===== config.mk =====
export PLATFORM = sky130hd
export DESIGN_NAME = spi_master_flat
export DESIGN_NICKNAME = d
export VERILOG_FILES = /design/src/rtl/spi_master_if.sv /design/src/rtl/spi_master.sv /design/src/flat_wrapper.sv
export SDC_FILE = /design/constraint.sdc
export NUM_CORES = 1
export LEC_CHECK = 0
export CAP_MARGIN = 10
export CORE_MARGIN = 3
export CORE_UTILIZATION = 52
export CTS_CLUSTER_SIZE = 25
export DETAILED_ROUTE_END_ITERATION = 8
export HOLD_SLACK_MARGIN = 0.1
export PLACE_DENSITY = 0.82
export SLEW_MARGIN = 20
export SYNTH_ARGS = -nofsm -noshare
export SYNTH_HDL_FRONTEND = slang
export SYNTH_SLANG_ARGS = --single-unit

===== constraint.sdc =====
create_clock -name clk -period 2.2 [get_ports clk]
set_input_delay 0.55 -clock clk [delete_from_list [all_inputs] [get_ports clk]]
set_output_delay 0.55 -clock clk [all_outputs]
set_load 0.01 [all_outputs]

===== src/rtl/spi_master_if.sv =====
// Host and SPI pin bundle for spi_master; the master modport is the controller's view.
interface spi_master_if #(
    parameter int unsigned DATA_WIDTH = 8
);
    logic                  Start;
    logic [1:0]            SalveSelect;
    logic [DATA_WIDTH-1:0] MasterDataToSalve;
    logic [DATA_WIDTH-1:0] MasterDataReceived;
    logic                  Sclk;
    logic [0:2]            Cs;
    logic                  Mosi;
    logic                  Miso;

    modport master (
        input  Start, SalveSelect, MasterDataToSalve, Miso,
        output MasterDataReceived, Sclk, Cs, Mosi
    );

    modport slave (
        output Start, SalveSelect, MasterDataToSalve, Miso,
        input  MasterDataReceived, Sclk, Cs, Mosi
    );
endinterface


===== src/rtl/spi_master.sv =====
// Single-master SPI controller: one full-duplex word per transfer, one bit per clk period.
// Define SPI_MASTER_MSB_FIRST_EN for MSB-first bit order; the default is LSB-first.
module spi_master #(
    parameter int unsigned DATA_WIDTH = 8
) (
    input  logic         clk,
    input  logic         Reset,
    spi_master_if.master bus
);
    localparam int unsigned     CNT_W    = (DATA_WIDTH > 1) ? $clog2(DATA_WIDTH) : 1;
    localparam logic [CNT_W-1:0] LAST_BIT = CNT_W'(DATA_WIDTH - 1);

    typedef enum logic {
        IDLE     = 1'b0,
        TRANSFER = 1'b1
    } state_e;

    state_e                state_q, state_d;
    logic [CNT_W-1:0]      cnt_q, cnt_d;
    logic [DATA_WIDTH-1:0] tx_q, tx_d;
    logic [DATA_WIDTH-1:0] rx_q;
    logic [DATA_WIDTH-1:0] rdata_q, rdata_d;
    logic [0:2]            cs_q, cs_d;
    logic                  mosi_q, mosi_d;
    logic                  start_ok;
    logic                  last_bit;

    assign start_ok = bus.Start && (bus.SalveSelect != 2'd3);
    assign last_bit = (cnt_q == LAST_BIT);

    // State register
    always_ff @(posedge clk) begin
        if (Reset) state_q <= IDLE;
        else       state_q <= state_d;
    end

    // Next-state logic
    always_comb begin
        state_d = state_q;
        case (state_q)
            IDLE:     if (start_ok) state_d = TRANSFER;
            TRANSFER: if (last_bit) state_d = IDLE;
            default:  state_d = IDLE;
        endcase
    end

    // Datapath and registered-output next values
    always_comb begin
        cnt_d   = cnt_q;
        tx_d    = tx_q;
        rdata_d = rdata_q;
        cs_d    = cs_q;
        mosi_d  = mosi_q;
        case (state_q)
            IDLE: begin
                cs_d   = 3'b111;
                mosi_d = 1'b0;
                cnt_d  = '0;
                if (start_ok) begin
`ifdef SPI_MASTER_MSB_FIRST_EN
                    mosi_d = bus.MasterDataToSalve[DATA_WIDTH-1];
                    tx_d   = {bus.MasterDataToSalve[DATA_WIDTH-2:0], 1'b0};
`else
                    mosi_d = bus.MasterDataToSalve[0];
                    tx_d   = {1'b0, bus.MasterDataToSalve[DATA_WIDTH-1:1]};
`endif
                    case (bus.SalveSelect)
                        2'd0:    cs_d = 3'b011;
                        2'd1:    cs_d = 3'b101;
                        2'd2:    cs_d = 3'b110;
                        default: cs_d = 3'b111;
                    endcase
                end
            end
            TRANSFER: begin
                if (last_bit) begin
                    rdata_d = rx_q;
                    cs_d    = 3'b111;
                    mosi_d  = 1'b0;
                    cnt_d   = '0;
                end else begin
                    cnt_d = cnt_q + CNT_W'(1);
`ifdef SPI_MASTER_MSB_FIRST_EN
                    mosi_d = tx_q[DATA_WIDTH-1];
                    tx_d   = {tx_q[DATA_WIDTH-2:0], 1'b0};
`else
                    mosi_d = tx_q[0];
                    tx_d   = {1'b0, tx_q[DATA_WIDTH-1:1]};
`endif
                end
            end
            default: begin
                cs_d   = 3'b111;
                mosi_d = 1'b0;
                cnt_d  = '0;
            end
        endcase
    end

    // Datapath registers
    always_ff @(posedge clk) begin
        if (Reset) begin
            cnt_q   <= '0;
            tx_q    <= '0;
            rdata_q <= '0;
            cs_q    <= 3'b111;
            mosi_q  <= 1'b0;
        end else begin
            cnt_q   <= cnt_d;
            tx_q    <= tx_d;
            rdata_q <= rdata_d;
            cs_q    <= cs_d;
            mosi_q  <= mosi_d;
        end
    end

    // Miso is captured mid-bit, on the falling clk edge where Sclk rises
    always_ff @(negedge clk) begin
        if (state_q == TRANSFER) begin
`ifdef SPI_MASTER_MSB_FIRST_EN
            rx_q <= {rx_q[DATA_WIDTH-2:0], bus.Miso};
`else
            rx_q <= {bus.Miso, rx_q[DATA_WIDTH-1:1]};
`endif
        end
    end

    // Sclk is the inverted system clock gated by TRANSFER, giving one pulse per bit
    assign bus.Sclk               = (state_q == TRANSFER) & ~clk;
    assign bus.Cs                 = cs_q;
    assign bus.Mosi               = mosi_q;
    assign bus.MasterDataReceived = rdata_q;
endmodule


===== src/flat_wrapper.sv =====
// flat-port wrapper written by rule: the top's interface ports become plain ports
module spi_master_flat 
#(
    parameter int unsigned DATA_WIDTH = 8
)
  (clk, Reset, bus_Start, bus_SalveSelect, bus_MasterDataToSalve, bus_Miso, bus_MasterDataReceived, bus_Sclk, bus_Cs, bus_Mosi);
  spi_master_if #(.DATA_WIDTH(DATA_WIDTH)) bus_i ();
  input  logic clk;
  input  logic Reset;
  input wire logic [$bits(bus_i.Start)-1:0] bus_Start;
  input wire logic [$bits(bus_i.SalveSelect)-1:0] bus_SalveSelect;
  input wire logic [$bits(bus_i.MasterDataToSalve)-1:0] bus_MasterDataToSalve;
  input wire logic [$bits(bus_i.Miso)-1:0] bus_Miso;
  output wire logic [$bits(bus_i.MasterDataReceived)-1:0] bus_MasterDataReceived;
  output wire logic [$bits(bus_i.Sclk)-1:0] bus_Sclk;
  output wire logic [$bits(bus_i.Cs)-1:0] bus_Cs;
  output wire logic [$bits(bus_i.Mosi)-1:0] bus_Mosi;
  assign bus_i.Start = bus_Start;
  assign bus_i.SalveSelect = bus_SalveSelect;
  assign bus_i.MasterDataToSalve = bus_MasterDataToSalve;
  assign bus_i.Miso = bus_Miso;
  assign bus_MasterDataReceived = bus_i.MasterDataReceived;
  assign bus_Sclk = bus_i.Sclk;
  assign bus_Cs = bus_i.Cs;
  assign bus_Mosi = bus_i.Mosi;
  spi_master #(.DATA_WIDTH(DATA_WIDTH)) u_core (.clk(clk), .Reset(Reset), .bus(bus_i));
endmodule

# ---- After elaboration in Yosys (flattened, before gate mapping)
# Index checks and enable logic that the tools add are counted.
dict set report totals {
  ff_bits 32
  inputBits 14
  out_inout_bits 13
  wordCells 37
}
dict set report op_classes {
  add_sub_neg 1
  eq_ne 7
  muxes 15
  bitwise 3
  n_reduce_logical 4
}
# cell count
set op_table {}
lappend op_table {{8-bit two-way mux} 2}
lappend op_table {{8-bit one-hot mux with 2 select lines} 1}
lappend op_table {{3-bit one-hot mux with 2 select lines} 2}
lappend op_table {{3-bit two-way mux} 3}
lappend op_table {{3-bit one-hot mux with 3 select lines} 1}
lappend op_table {{2-bit != test, second input constant} 3}
lappend op_table {{1-bit two-way mux} 4}
lappend op_table {{1-bit one-hot mux with 2 select lines} 2}
lappend op_table {{2-bit AND reduction} 2}
lappend op_table {{3-bit by 1-bit adder with 3-bit output, second input constant} 1}
lappend op_table {{3-bit equality test, second input constant} 1}
lappend op_table {{2-bit by 1-bit equality test with 1-bit output, second input constant} 1}
lappend op_table {{2-bit equality test, second input constant} 1}
lappend op_table {{2-bit zero test} 1}
lappend op_table {{2-bit by 1-bit != test with 1-bit output, second input constant} 1}
lappend op_table {{1-bit inverter} 2}
lappend op_table {{1-bit AND} 1}
lappend op_table {{1-bit logical AND} 1}

# ---- Depth between registers and ports, before layout
dict set report depth {
  depth_word 4
  depth_mapped 7
  ltp_nobuf 5
}

==> metrics.md <==
| Metric | Value |
|---|---|
| HP Class | `reg -> reg` |
| Pleak | `0.643 nW` |
| Mapped Nets | `128` |
| Post-Synthesis Cells | `111` |
| Sequential fraction of the synthesis area | `56.4%` |
| Final Instance Area | `1660 sq um` |
| Slowest CP cell | `buf_2` |
| Remaining DRCs | `0` |
| Initial Util | `55.6%` |
| Worst skew pair latency | `510 ps` |
| DR vias | `962` |
| Setup Slack @ Placement | `-103 ps` |
| Vias/cell | `5.31` |
| Pre-antenna DRT Iters | `4` |
| Reg-to-reg critical path endpoint | `u_core.rx_q[7]` |
| Post-synth top area share | `37.1%` |
| Max Cap Viol | `0` |
| Drt total wl | `2.55 mm` |
| Count of final hold-check violations | `0` |
| Post-route antenna net violation count | `0` |
| RR Startpoint | `u_core.state_q` |
| Power density cells | `813 nW/um^2` |
| Syn Area/Cell | `11.2 sq um` |
| Fin Hold WS | `430 ps` |
| Peak VDD IR | `0.856 mV` |
| Placed Instances | `163` |
| CTS resizes | `4` |
| CORE AREA | `2230 sq um` |
| # rows | `17` |
| WL/cell | `14.1 um` |
| Fin util | `74.1%` |
| Worst Setup Start Kind | `clock port` |
| Setup Viol. Count Final | `0` |
| CTS tree | `yes` |
| Flop2flop setup slack | `340 ps` |
| GPL Wtd Cong | `0.769` |
| First DRT Iteration DRCs | `28` |
| Final setup TNS | `0 ps` |
| DP Area | `1530 sq um` |
| CP Capture Type | `primary output` |
| Synth Warn # | `0` |
| Skew final | `74.4 ps` |
| Final Power | `1.35 mW` |
| Number of global-route vias before repair | `935` |
| CTS Hold Bufs | `0` |
| CP max stage delay | `130 ps` |
| Cell mode on critical path | `clkbuf_4` |
| Distinct cells, synth | `27` |
| Final HPWL DP | `1.76 mm` |
| Worst-path cell chain | `clkbuf_4, clkbuf_4, nor2b_1, buf_2` |
| Hold path endpoint | `u_core.cnt_q[0]` |
| Synthesis-to-finish area growth | `33.2%` |
| Antenna diodes | `0` |
| Worst Hold Path Cells | `1` |
| Synth area leaders | `dfxtp_1 (37%), edfxtp_1 (19%), a211oi_2 (6.0%), mux2i_1 (4.8%), nand3_1 (3.6%)` |
| GRT Residual Overflow | `0` |
| CP startpoint | `clk` |
| Worst Hold Launch | `u_core.cnt_q[0]` |
| Nets | `169` |
| Slew HR | `56.2%` |
| Critical path type | `clk -> out` |
| Commonest non-fill, non-tap cell in the layout | `clkdlybuf4s50_1` |
| Share of cells above drive strength 1 | `16.3%` |
| Arrival time at the worst endpoint | `1560 ps` |
| Clock-pin slew on the worst setup and hold paths | `100 ps` |
| Worst Max-Slew Pin Slew | `655 ps` |
| Total Routing Usage GR | `22.2%` |
| Largest net degree at the start of global routing | `15` |
| # IOs | `27` |
| Crit Path Max Fanout | `2` |
| Required time of the critical path | `1650 ps` |
| First-pass GRT wire length | `4.26 mm` |
| Final Slew Violations | `0` |
| Setup ws final | `88.7 ps` |
| Mapped Area | `1240 sq um` |
| RSZ-0062 raised after global routing | `no` |
| Worst r2r path cells | `0` |
| Most frequent cells in the layout | `clkdlybuf4s50_1 (25), dfxtp_1 (22), nand2_1 (11)` |
| Die Footprint | `3010 sq um` |
| Status | `completed` |
| Yosys top cell by area | `dfxtp_1` |
| Die width | `54.9 um` |
| Die Y-Extent | `54.9 um` |
| Fin cells | `181` |
| Antenna violations before repair | `0` |
| IO Port Bufs | `26` |
| Flop and latch count out of synthesis | `31` |
| # Post-CTS Setup Buffers | `0` |
-- cells in the mapped netlist --
cell type / n
nand2b_1: 1
a2bb2oi_1: 2
a211o_1: 1
dfxtp_1: 23
a211oi_1: 6
edfxtp_1: 8
nand3_1: 9
buf_4: 1
a32o_1: 1
a21oi_1: 8
nand2_1: 11
mux2i_1: 6
clkbuf_1: 2
buf_2: 3
buf_6: 1
a21oi_2: 1
nor2_1: 4
nor3_1: 1
nor2b_1: 4
a21o_4: 1
a32oi_1: 1
and3_1: 2
and2_1: 1
ha_1: 3
a211oi_2: 6
or2_1: 1
inv_1: 3
-- cells by family after synthesis --
| kind of cell | share of synthesized area, % |
|---|---|
| buffers and inverters | 4.23 |
| adder cells (fa/ha/maj) | 3.02 |
| AND/OR/NAND/NOR | 13.1 |
| flip-flops | 56.4 |
| AO/OA/AOI/OAI | 18.4 |
| multiplexers | 4.83 |
-- worst max path at each step --
stage	to
6_report	bus_Sclk
5_1_grt	bus_Sclk
4_1_cts	bus_Sclk
3_5_place_dp	u_core.rx_q[7]
3_3_place_gp	u_core.rx_q[7]
2_1_floorplan	u_core.rx_q[0]
-- cell type report --
| class | instances | area (sq um) |
|---|---|---|
| Inverter | 2 | 7.51 |
| Multi-Input combinational cell | 70 | 489 |
| Timing Repair Buffer | 30 | 288 |
| Tap cell | 28 | 35.0 |
| Sequential cell | 31 | 702 |
| Fill cell | 165 | 578 |
| Clock buffer | 10 | 68.8 |
| Clock inverter | 10 | 65.1 |
-- flip-flops by register name, indices dropped and copies added, names as in the netlist --
name                           cells
u_core.tx_q                        7
u_core.cnt_q                       3
u_core.rx_q                        8
u_core.bus.MasterDataReceived      8
u_core.state_q                     1
u_core.bus.Cs                      3
u_core.bus.Mosi                    1
-- report_power, final --
part           total, mW  switching, mW  internal [mW]  leakage (nW)
sequential         0.636         0.0197          0.617         0.263
clock              0.574          0.252          0.322         0.106
combinational      0.135         0.0648         0.0704         0.274
total               1.35          0.336           1.01         0.643
-- worst max-delay path, delay by kind of cell --
family / cells / cell delay [ps]
buf+inv: 3 / 360
simple gates: 1 / 100
-- routing by layer --
layer	vias to the layer above	GRT usage (%)	wire length [um]
met5	-	0	0
met4	0	15.4	55
met3	7	13.1	164
met2	25	33.3	1280
met1	448	22.8	1050
li1	482	-	-
No activity file was read; power rests on OpenSTA's default activity.
